==> src/rtl/mem_stage_ctrl.sv <==
// ============================================================================
// Module   : mem_stage_ctrl
// Purpose  : Multi-cycle MEM-stage access controller that freezes the pipeline
//            while a load/store runs against the data memory.
// Options  : MEM_STAGE_RANGE_CHECK_EN enables the out-of-range address trap.
// Revision : 1.0 - initial release
// ============================================================================
`default_nettype none

module mem_stage_ctrl #(
  parameter int          WAIT_CYCLES = 4,
  parameter logic [31:0] BASE_ADDR   = 32'd1024,
  parameter int          DEPTH       = 64
) (
  input  logic        clk,
  input  logic        rst_n,
  input  logic        mem_r_req,
  input  logic        mem_w_req,
  input  logic [31:0] address,
  input  logic [31:0] wr_data,
  output logic        freeze,
  output logic        done,
  output logic [31:0] rd_result,
  output logic        mem_rd_en,
  output logic        mem_wr_en,
  output logic [31:0] mem_addr,
  output logic [31:0] mem_wdata,
  input  logic [31:0] mem_rdata,
  output logic        addr_err
);

  typedef enum logic [1:0] {
    S_IDLE = 2'd0,
    S_WAIT = 2'd1,
    S_DONE = 2'd2
  } state_t;

  localparam logic [3:0] c_cnt_init = 4'(WAIT_CYCLES - 1);

  generate
    if (WAIT_CYCLES < 1 || WAIT_CYCLES > 15 || DEPTH < 1 || BASE_ADDR[1:0] != 2'b00) begin : g_param_check
      $error("mem_stage_ctrl: illegal WAIT_CYCLES, DEPTH or unaligned BASE_ADDR");
    end
  endgenerate

  state_t     r_state;
  state_t     w_state_nxt;
  logic [3:0] r_cnt;
  logic [3:0] w_cnt_nxt;
  logic       r_is_store;
  logic       w_req;
  logic       w_accept;
  logic       w_last;
  logic       w_blocked;

  assign w_req    = mem_r_req | mem_w_req;
  assign w_accept = (r_state == S_IDLE) && w_req;
  assign w_last   = (r_state == S_WAIT) && (r_cnt == 4'd0);

`ifdef MEM_STAGE_RANGE_CHECK_EN
  localparam logic [32:0] c_range_lo = {1'b0, BASE_ADDR};
  localparam logic [32:0] c_range_hi = {1'b0, BASE_ADDR} + 33'(4 * DEPTH);

  logic w_out_of_range;
  logic r_blocked;
  logic r_addr_err;

  assign w_out_of_range = ({1'b0, address} < c_range_lo) || ({1'b0, address} >= c_range_hi);

  // The flag travels with the latched access so the FSM timing is unchanged.
  always_ff @(posedge clk or negedge rst_n) begin
    if (!rst_n) begin
      r_blocked  <= 1'b0;
      r_addr_err <= 1'b0;
    end else if (w_accept) begin
      r_blocked  <= w_out_of_range;
      r_addr_err <= r_addr_err | w_out_of_range;
    end
  end

  assign w_blocked = r_blocked;
  assign addr_err  = r_addr_err;
`else
  assign w_blocked = 1'b0;
  assign addr_err  = 1'b0;
`endif

  always_ff @(posedge clk or negedge rst_n) begin
    if (!rst_n) begin
      r_state <= S_IDLE;
      r_cnt   <= 4'd0;
    end else begin
      r_state <= w_state_nxt;
      r_cnt   <= w_cnt_nxt;
    end
  end

  always_comb begin
    w_state_nxt = r_state;
    w_cnt_nxt   = r_cnt;
    freeze      = 1'b0;
    done        = 1'b0;
    mem_rd_en   = 1'b0;
    mem_wr_en   = 1'b0;
    case (r_state)
      S_IDLE: begin
        if (w_req) begin
          freeze      = 1'b1;
          w_state_nxt = S_WAIT;
          w_cnt_nxt   = c_cnt_init;
        end
      end
      S_WAIT: begin
        freeze    = 1'b1;
        mem_rd_en = !r_is_store && !w_blocked;
        if (r_cnt == 4'd0) begin
          mem_wr_en   = r_is_store && !w_blocked;
          w_state_nxt = S_DONE;
        end else begin
          w_cnt_nxt = r_cnt - 4'd1;
        end
      end
      S_DONE: begin
        // Inputs still hold the finished instruction here, so they are ignored.
        done        = 1'b1;
        w_state_nxt = S_IDLE;
      end
      default: begin
        w_state_nxt = S_IDLE;
      end
    endcase
  end

  // Store wins when both requests are raised together.
  always_ff @(posedge clk or negedge rst_n) begin
    if (!rst_n) begin
      r_is_store <= 1'b0;
      mem_addr   <= 32'd0;
      mem_wdata  <= 32'd0;
    end else if (w_accept) begin
      r_is_store <= mem_w_req;
      mem_addr   <= address & 32'hFFFF_FFFC;
      mem_wdata  <= wr_data;
    end
  end

  always_ff @(posedge clk or negedge rst_n) begin
    if (!rst_n) begin
      rd_result <= 32'd0;
    end else if (w_last && !r_is_store) begin
      rd_result <= w_blocked ? 32'd0 : mem_rdata;
    end
  end

endmodule

`default_nettype wire

==> config.mk <==
export PLATFORM = sky130hd
export DESIGN_NAME = mem_stage_ctrl
export DESIGN_NICKNAME = d
export VERILOG_FILES = /design/src/rtl/mem_stage_ctrl.sv
export SDC_FILE = /design/constraint.sdc
export NUM_CORES = 1
export LEC_CHECK = 0
export CORE_MARGIN = 8
export CORE_UTILIZATION = 30
export CTS_CLUSTER_DIAMETER = 40
export DETAILED_ROUTE_END_ITERATION = 6
export HOLD_SLACK_MARGIN = 0.03
export PLACE_DENSITY = 0.6
export SLEW_MARGIN = 40
export SYNTH_ARGS = -nofsm -noshare
export SYNTH_HDL_FRONTEND = slang
export SYNTH_SLANG_ARGS = --single-unit
==> constraint.sdc <==
create_clock -name clk -period 2.5 [get_ports clk]
set_clock_uncertainty 0.1 [all_clocks]
set_input_delay 0.375 -clock clk [delete_from_list [all_inputs] [get_ports clk]]
set_output_delay 0.375 -clock clk [all_outputs]
set_load 0.01 [all_outputs]
==> impl_metrics.ini, run 1 <==
[setup_path]
crit_slowest_cell = clkdlybuf4s50_1
r2r_slack_ps = 350
crit_arrival_ps = 1800
worstReg2RegEnd = rd_result[14]
crit_type = in -> out
path_buf_inv = 2
end_kind = primary output
path_cells = clkdlybuf4s50_1 > or2_2 > nand2_1 > nand2_1 > clkdlybuf4s50_1
crit_family = buffers and inverters
cp_max_fo = 4
cp-start-kind = input port
required_ps = 2030
r2r_start = r_cnt[0]
reg2regPathDepth = 5
cpPeakStageDelay_ps = 480

[min_path]
holdPathStages = 1
min_to = mem_addr[25]
hp-start = mem_addr[25]
min_path_type = reg -> reg

[route]
num_vias = 2688
drt-pass1-iter-count = 4
drtIter0Drc = 93
wl_mm = 10.8
ant_nets = 0
route.detailed.wl_per_inst_um = 17.4
viasPerCell = 4.33
drc = 0

[global_route]
grt_util_met3 = 0.0633
grt_pass1_wl_mm = 17.4
busiest_layer = met2
overflow = 0
use_met2 = 0.206
first_global_vias = 3116
grt_start_max_net_pins = 40
grtUsageTotal = 0.127
gr-usage-met1 = 0.140
antenna_found_initial = 0

[final_layout]
areaGrowthSynthToFinish_pct = 59.8
drive_gt1_frac = 0.265
nNetsFinal = 542
diodes = 0
fin_area_mm2 = 0.00645
utilization = 0.489

[clock_network]
clk_latency_ps = 340
cts_tree = done
h-tree-depth = 3
cts_setup_buffers = 0
clk_pin_slew_ps = 60
cts_buffers = 9
clockRootBuffer = clkbuf_16
cts_sinks = 101
cts_buffer_depth = 2

[floorplanning]
start_util = 0.306
fp.dieW_um = 132
die_area_mm2 = 0.0174
die_h_um = 132
rows = 42
ioPinCount = 201
core-area_mm2 = 0.0132

[timing]
setup_tns_ps = 0
rsz0062_at_grt = no
slew_violations = 0
finalCriticalPeriod_ps = 2280
max_freq_mhz = 439
worstMarginPinSlew_ps = 617
finalSetupViolations = 0
finalCritPeriodShare = 0.910
relSlewSlack = 0.588
finalHoldViolations = 0

[placement]
port_buffers = 195
gp_congestion = 0.686
dpl-instance-area_mm2 = 0.00615
dpl.hpwl_mm = 8.27

[synth]
ys_ff_latch = 101
synth_cell_types = 25
ys_seq_area_frac = 0.626
ys_warn_count = 0
syn_inst = 241
netlist_area_mm2 = 0.00404
async_reset_ff_frac = 1.00
synth_area_leaders = dfrtp_1, mux2_2, mux2_4
synth_flop_cell = dfrtp_1
syn_avg_cell_area_um2 = 16.7
synth_top_cell_area_share = 0.626
synth_edf_count = 0
synth_top_cell_by_area = dfrtp_1

[outcome]
outcome = finished, final reports clean

[power]
powerDensity_mw_per_mm2 = 1300
p_total_mw = 8.36
ir_worst_vdd_mv = 0.618
power.leakage_nw = 2.76

[run]
cap_viol_max_count = 0
-- state kept, by name, summed over array words and instances (netlist names) --
signal	count
rd_result	32
mem_addr	30
r_is_store	1
r_state	2
r_cnt	4
mem_wdata	32
-- layout make-up --
class                           instances  area (um^2)
Inverter                                3         11.3
Clock inverter                          3         46.3
Fill cell                            1180         6740
Clock buffer                           12          246
Tap cell                              176          220
Multi-Input combinational cell        125         1380
Timing Repair Buffer                  201         2020
Sequential cell                       101         2530
-- routing by layer --
layer | share of wire | routed length (um) | vias up
met1 | 0.39 | 4240 | 1332
met2 | 0.50 | 5340 | 112
met3 | 0.097 | 1040 | 11
li1 | - | - | 1233
met4 | 0.014 | 151 | 0
met5 | 0 | 0 | -
-- cell usage after synthesis (3+ instances only) --
cell type / number
a21oi_1: 4
buf_12: 3
buf_2: 7
buf_4: 3
dfrtp_1: 101
inv_1: 3
mux2_2: 65
mux2_4: 30
nand2_1: 3
-- worst max-delay path by stage --
stage | from | endpoint | cells after the start
5_1_grt | r_cnt[1] | mem_wr_en | 6
3_3_place_gp | mem_w_req | freeze | 5
4_1_cts | mem_w_req | freeze | 5
6_report | mem_w_req | freeze | 5
2_1_floorplan | r_cnt[0] | rd_result[10] | 7
3_5_place_dp | mem_w_req | mem_wdata[23] | 5
-- through the flow --
step | hold slack [ps] | std cells | setup WS (ps)
after floorplan | -20.6 | 243 | 577
after global placement | 285 | 605 | 231
after detailed placement | 287 | 605 | 206
after CTS | 409 | 621 | 218
after global routing | 416 | 621 | 104
final | 404 | 621 | 225
-- power breakdown --
part           internal [mW]  switching, mW  leakage (nW)
Sequential              2.48          0.452          1.19
Clock                  0.800          0.570         0.139
Combinational           2.60           1.46          1.43
-- kinds of logic after synthesis --
| logic type | share of synthesized area |
|---|---|
| mux | 0.298 |
| fa+ha+maj | 0.00310 |
| compound gates | 0.00961 |
| other cells | 0.000929 |
| buf+inv | 0.0347 |
| simple gates | 0.0273 |
| flops | 0.626 |
-- timing repair --
| item | CTS | global route |
|---|---|---|
| endpoints found under the hold margin | 36 | 0 |
| hold buffers | 1 | 0 |
| resized for setup | 1 | 0 |
| setup endpoints to repair | 1 | 0 |
-- cells in the final DEF (no fill, tap or decap) --
cell type,Yosys,layout
conb_1,1,3
o21ai_0,2,2
ha_1,1,1
clkinvlp_4,0,1
a21oi_1,4,4
clkbuf_1,0,2
buf_12,3,2
clkbuf_16,0,9
nor3_1,2,2
o41ai_1,1,1
nand2b_1,1,1
dlygate4sd3_1,0,1
mux2_2,65,65
clkbuf_8,0,1
nor2b_1,1,1
nand2_1,3,3
nand4b_1,2,2
and2_2,0,1
and2b_1,1,1
mux2i_1,2,2
nor2_1,2,2
bufinv_16,0,1
clkdlybuf4s50_1,0,193
clkinv_4,0,1
dfrtp_1,101,101
buf_4,3,4
or4_4,1,1
mux2_4,30,30
and2_1,2,1
inv_1,3,3
or2_2,1,1
dlygate4sd2_1,0,1
nand2b_4,1,1
Power figures use the tool's default switching activity.
==> run 2: changes to the inputs <==
CTS_CLUSTER_DIAMETER = 150   (was 40)
==> results of run 2 <==
No change in the layout: final DEF, timing and power equal those of run 1.
==> run 3: changes to the inputs <==
CTS_BUF_LIST = sky130_fd_sc_hd__clkbuf_16   (was not set)
==> run 3 against run 2 <==
  * Sequential share of layout area is 0.061 points higher
  * Clock-buffer cell count is 3 lower
  * Hold slack hardly changed
  * Sequential power hardly changed
  * Largest power group unchanged
  * Critical path depth stayed put
  * Global-route usage stayed put
==> impl_metrics.ini, run 3 (synthesized netlist as in run 1, its figures left out) <==
[outcome]
outcome = finished, final reports clean

[power]
power.leakage_nw = 2.76
comb_power_share = 0.488
powerDensity_mw_per_mm2 = 1290
p_switching_mw = 2.48
ir_worst_vdd_mv = 0.618
intPower_mw = 5.84
pwr-share-seq = 0.352
p_clk_frac = 0.160
sw_frac_of_total = 0.298

[placement]
gp_congestion = 0.686
dpl.hpwl_mm = 8.27
port_buffers = 195

[setup_path]
reg2regPathDepth = 5
crit_slowest_cell = clkdlybuf4s50_1
r2r_slack_ps = 350
path_buf_inv = 2
end_kind = primary output
crit_type = in -> out
path_cells = clkdlybuf4s50_1 > or2_2 > nand2_1 > nand2_1 > clkdlybuf4s50_1
crit_path_start = mem_w_req
r2r_start = r_cnt[0]
required_ps = 2030
cpPeakStageDelay_ps = 480
crit_family = buffers and inverters
crit_arrival_ps = 1800
cp_max_fo = 4
worstReg2RegEnd = rd_result[14]
cp-start-kind = input port

[clock_network]
cts_tree = done
cts_setup_buffers = 0
clk_latency_ps = 340
cts_sinks = 101
cts_buffers = 9
clk_pin_slew_ps = 60
h-tree-depth = 3
clockRootBuffer = clkbuf_16
cts_buffer_depth = 2

[timing]
rsz0062_at_grt = no
setup_tns_ps = 0
max_freq_mhz = 439
finalCriticalPeriod_ps = 2280
finalSetupViolations = 0
slew_violations = 0
hold_slack_ps = 404
finalCritPeriodShare = 0.910
worstMarginPinSlew_ps = 617
relSlewSlack = 0.588
finalHoldViolations = 0

[final_layout]
diodes = 0
mostFrequentLayoutCells = clkdlybuf4s50_1, dfrtp_1, mux2_2, mux2_4, clkbuf_16
areaGrowthSynthToFinish_pct = 59.6
nNetsFinal = 542
final_common_cell = clkdlybuf4s50_1
drive_gt1_frac = 0.263
reg_top3 = mem_wdata (32), rd_result (32), mem_addr (30)

[floorplanning]
die_area_mm2 = 0.0174
start_util = 0.306
die_h_um = 132
ioPinCount = 201
rows = 42
fp.dieW_um = 132
core-area_mm2 = 0.0132

[min_path]
min_path_type = reg -> reg
hp-start = mem_addr[25]
holdPathStages = 1
min_to = mem_addr[25]

[global_route]
first_global_vias = 3115
overflow = 0
grt_pass1_wl_mm = 17.4
grtUsageTotal = 0.127
antenna_found_initial = 0
grt_start_max_net_pins = 40

[route]
ant_nets = 0
drt-pass1-iter-count = 4
num_vias = 2684
wl_mm = 10.8
drtIter0Drc = 99
viasPerCell = 4.32
drc = 0
route.detailed.wl_per_inst_um = 17.4

[run]
cap_viol_max_count = 0
[run 3: changes by cell type in the layout (fill, tap and decap cells not counted), sizes merged]
cell | previous run | this run
inv | 3 | 5
clkinv | 1 | 2
clkbuf | 12 | 9
[run 3: what timing repair did]
item	CTS	global route
endpoints found under the hold margin	36	0
resized for setup	1	0
hold buffers	1	0
endpoints found under the setup margin	1	0
[run 3: layout make-up]
type,count,area (um^2)
clock buffers,9,225
clock inverters,6,57.6
fillers,1180,6750
inverters,3,11.3
multi-input cells,125,1380
flip-flops and latches,101,2530
well taps,176,220
repair buffers,201,2020
[run 3: routing by layer]
| layer | routed length (um) | global-route usage | vias up | share of wire |
|---|---|---|---|---|
| li1 | - | - | 1231 | - |
| met1 | 4230 | 0.140 | 1330 | 0.39 |
| met2 | 5350 | 0.206 | 112 | 0.50 |
| met3 | 1050 | 0.0633 | 11 | 0.097 |
| met4 | 151 | 0.0479 | 0 | 0.014 |
| met5 | 0 | 0 | - | 0 |
[run 3: worst max path at each step]
stage                                to  cells past startpoint
final                            freeze                      5
after detailed placement  mem_wdata[23]                      5
after global placement           freeze                      5
after floorplan           rd_result[10]                      7
after global routing          mem_wr_en                      6
after CTS                        freeze                      5
[run 3: through the flow]
stage | instances | total power, mW | cell area (um^2) | setup WS [ps] | utilization
final | 621 | 8.32 | 6440 | 225 | 0.488
after global routing | 621 | 8.88 | 6440 | 104 | 0.488
after CTS | 621 | 8.51 | 6440 | 218 | 0.488
after detailed placement | 605 | 7.10 | 6150 | 206 | 0.466
after global placement | 605 | 7.00 | 6150 | 231 | 0.466
after floorplan | 243 | 4.89 | 4040 | 577 | -
[run 3: power by group through the flow]
stage / Clock [mW] / Sequential [mW] / Combinational, mW
2_1_floorplan: 0 / 3.30 / 1.59
3_3_place_gp: 0 / 2.91 / 4.09
3_5_place_dp: 0 / 2.96 / 4.14
4_1_cts: 1.41 / 2.95 / 4.16
5_1_grt: 1.47 / 3.06 / 4.35
6_report: 1.33 / 2.93 / 4.06
[run 3: worst register-to-register path: cells and delay by family (launching register included)]
| family | cells | cell delay [ps] |
|---|---|---|
| buffers and inverters | 1 | 70 |
| and+or+nand+nor | 2 | 830 |
| muxes | 1 | 420 |
| DFF | 1 | 420 |
| adders and majority gates | 1 | 190 |
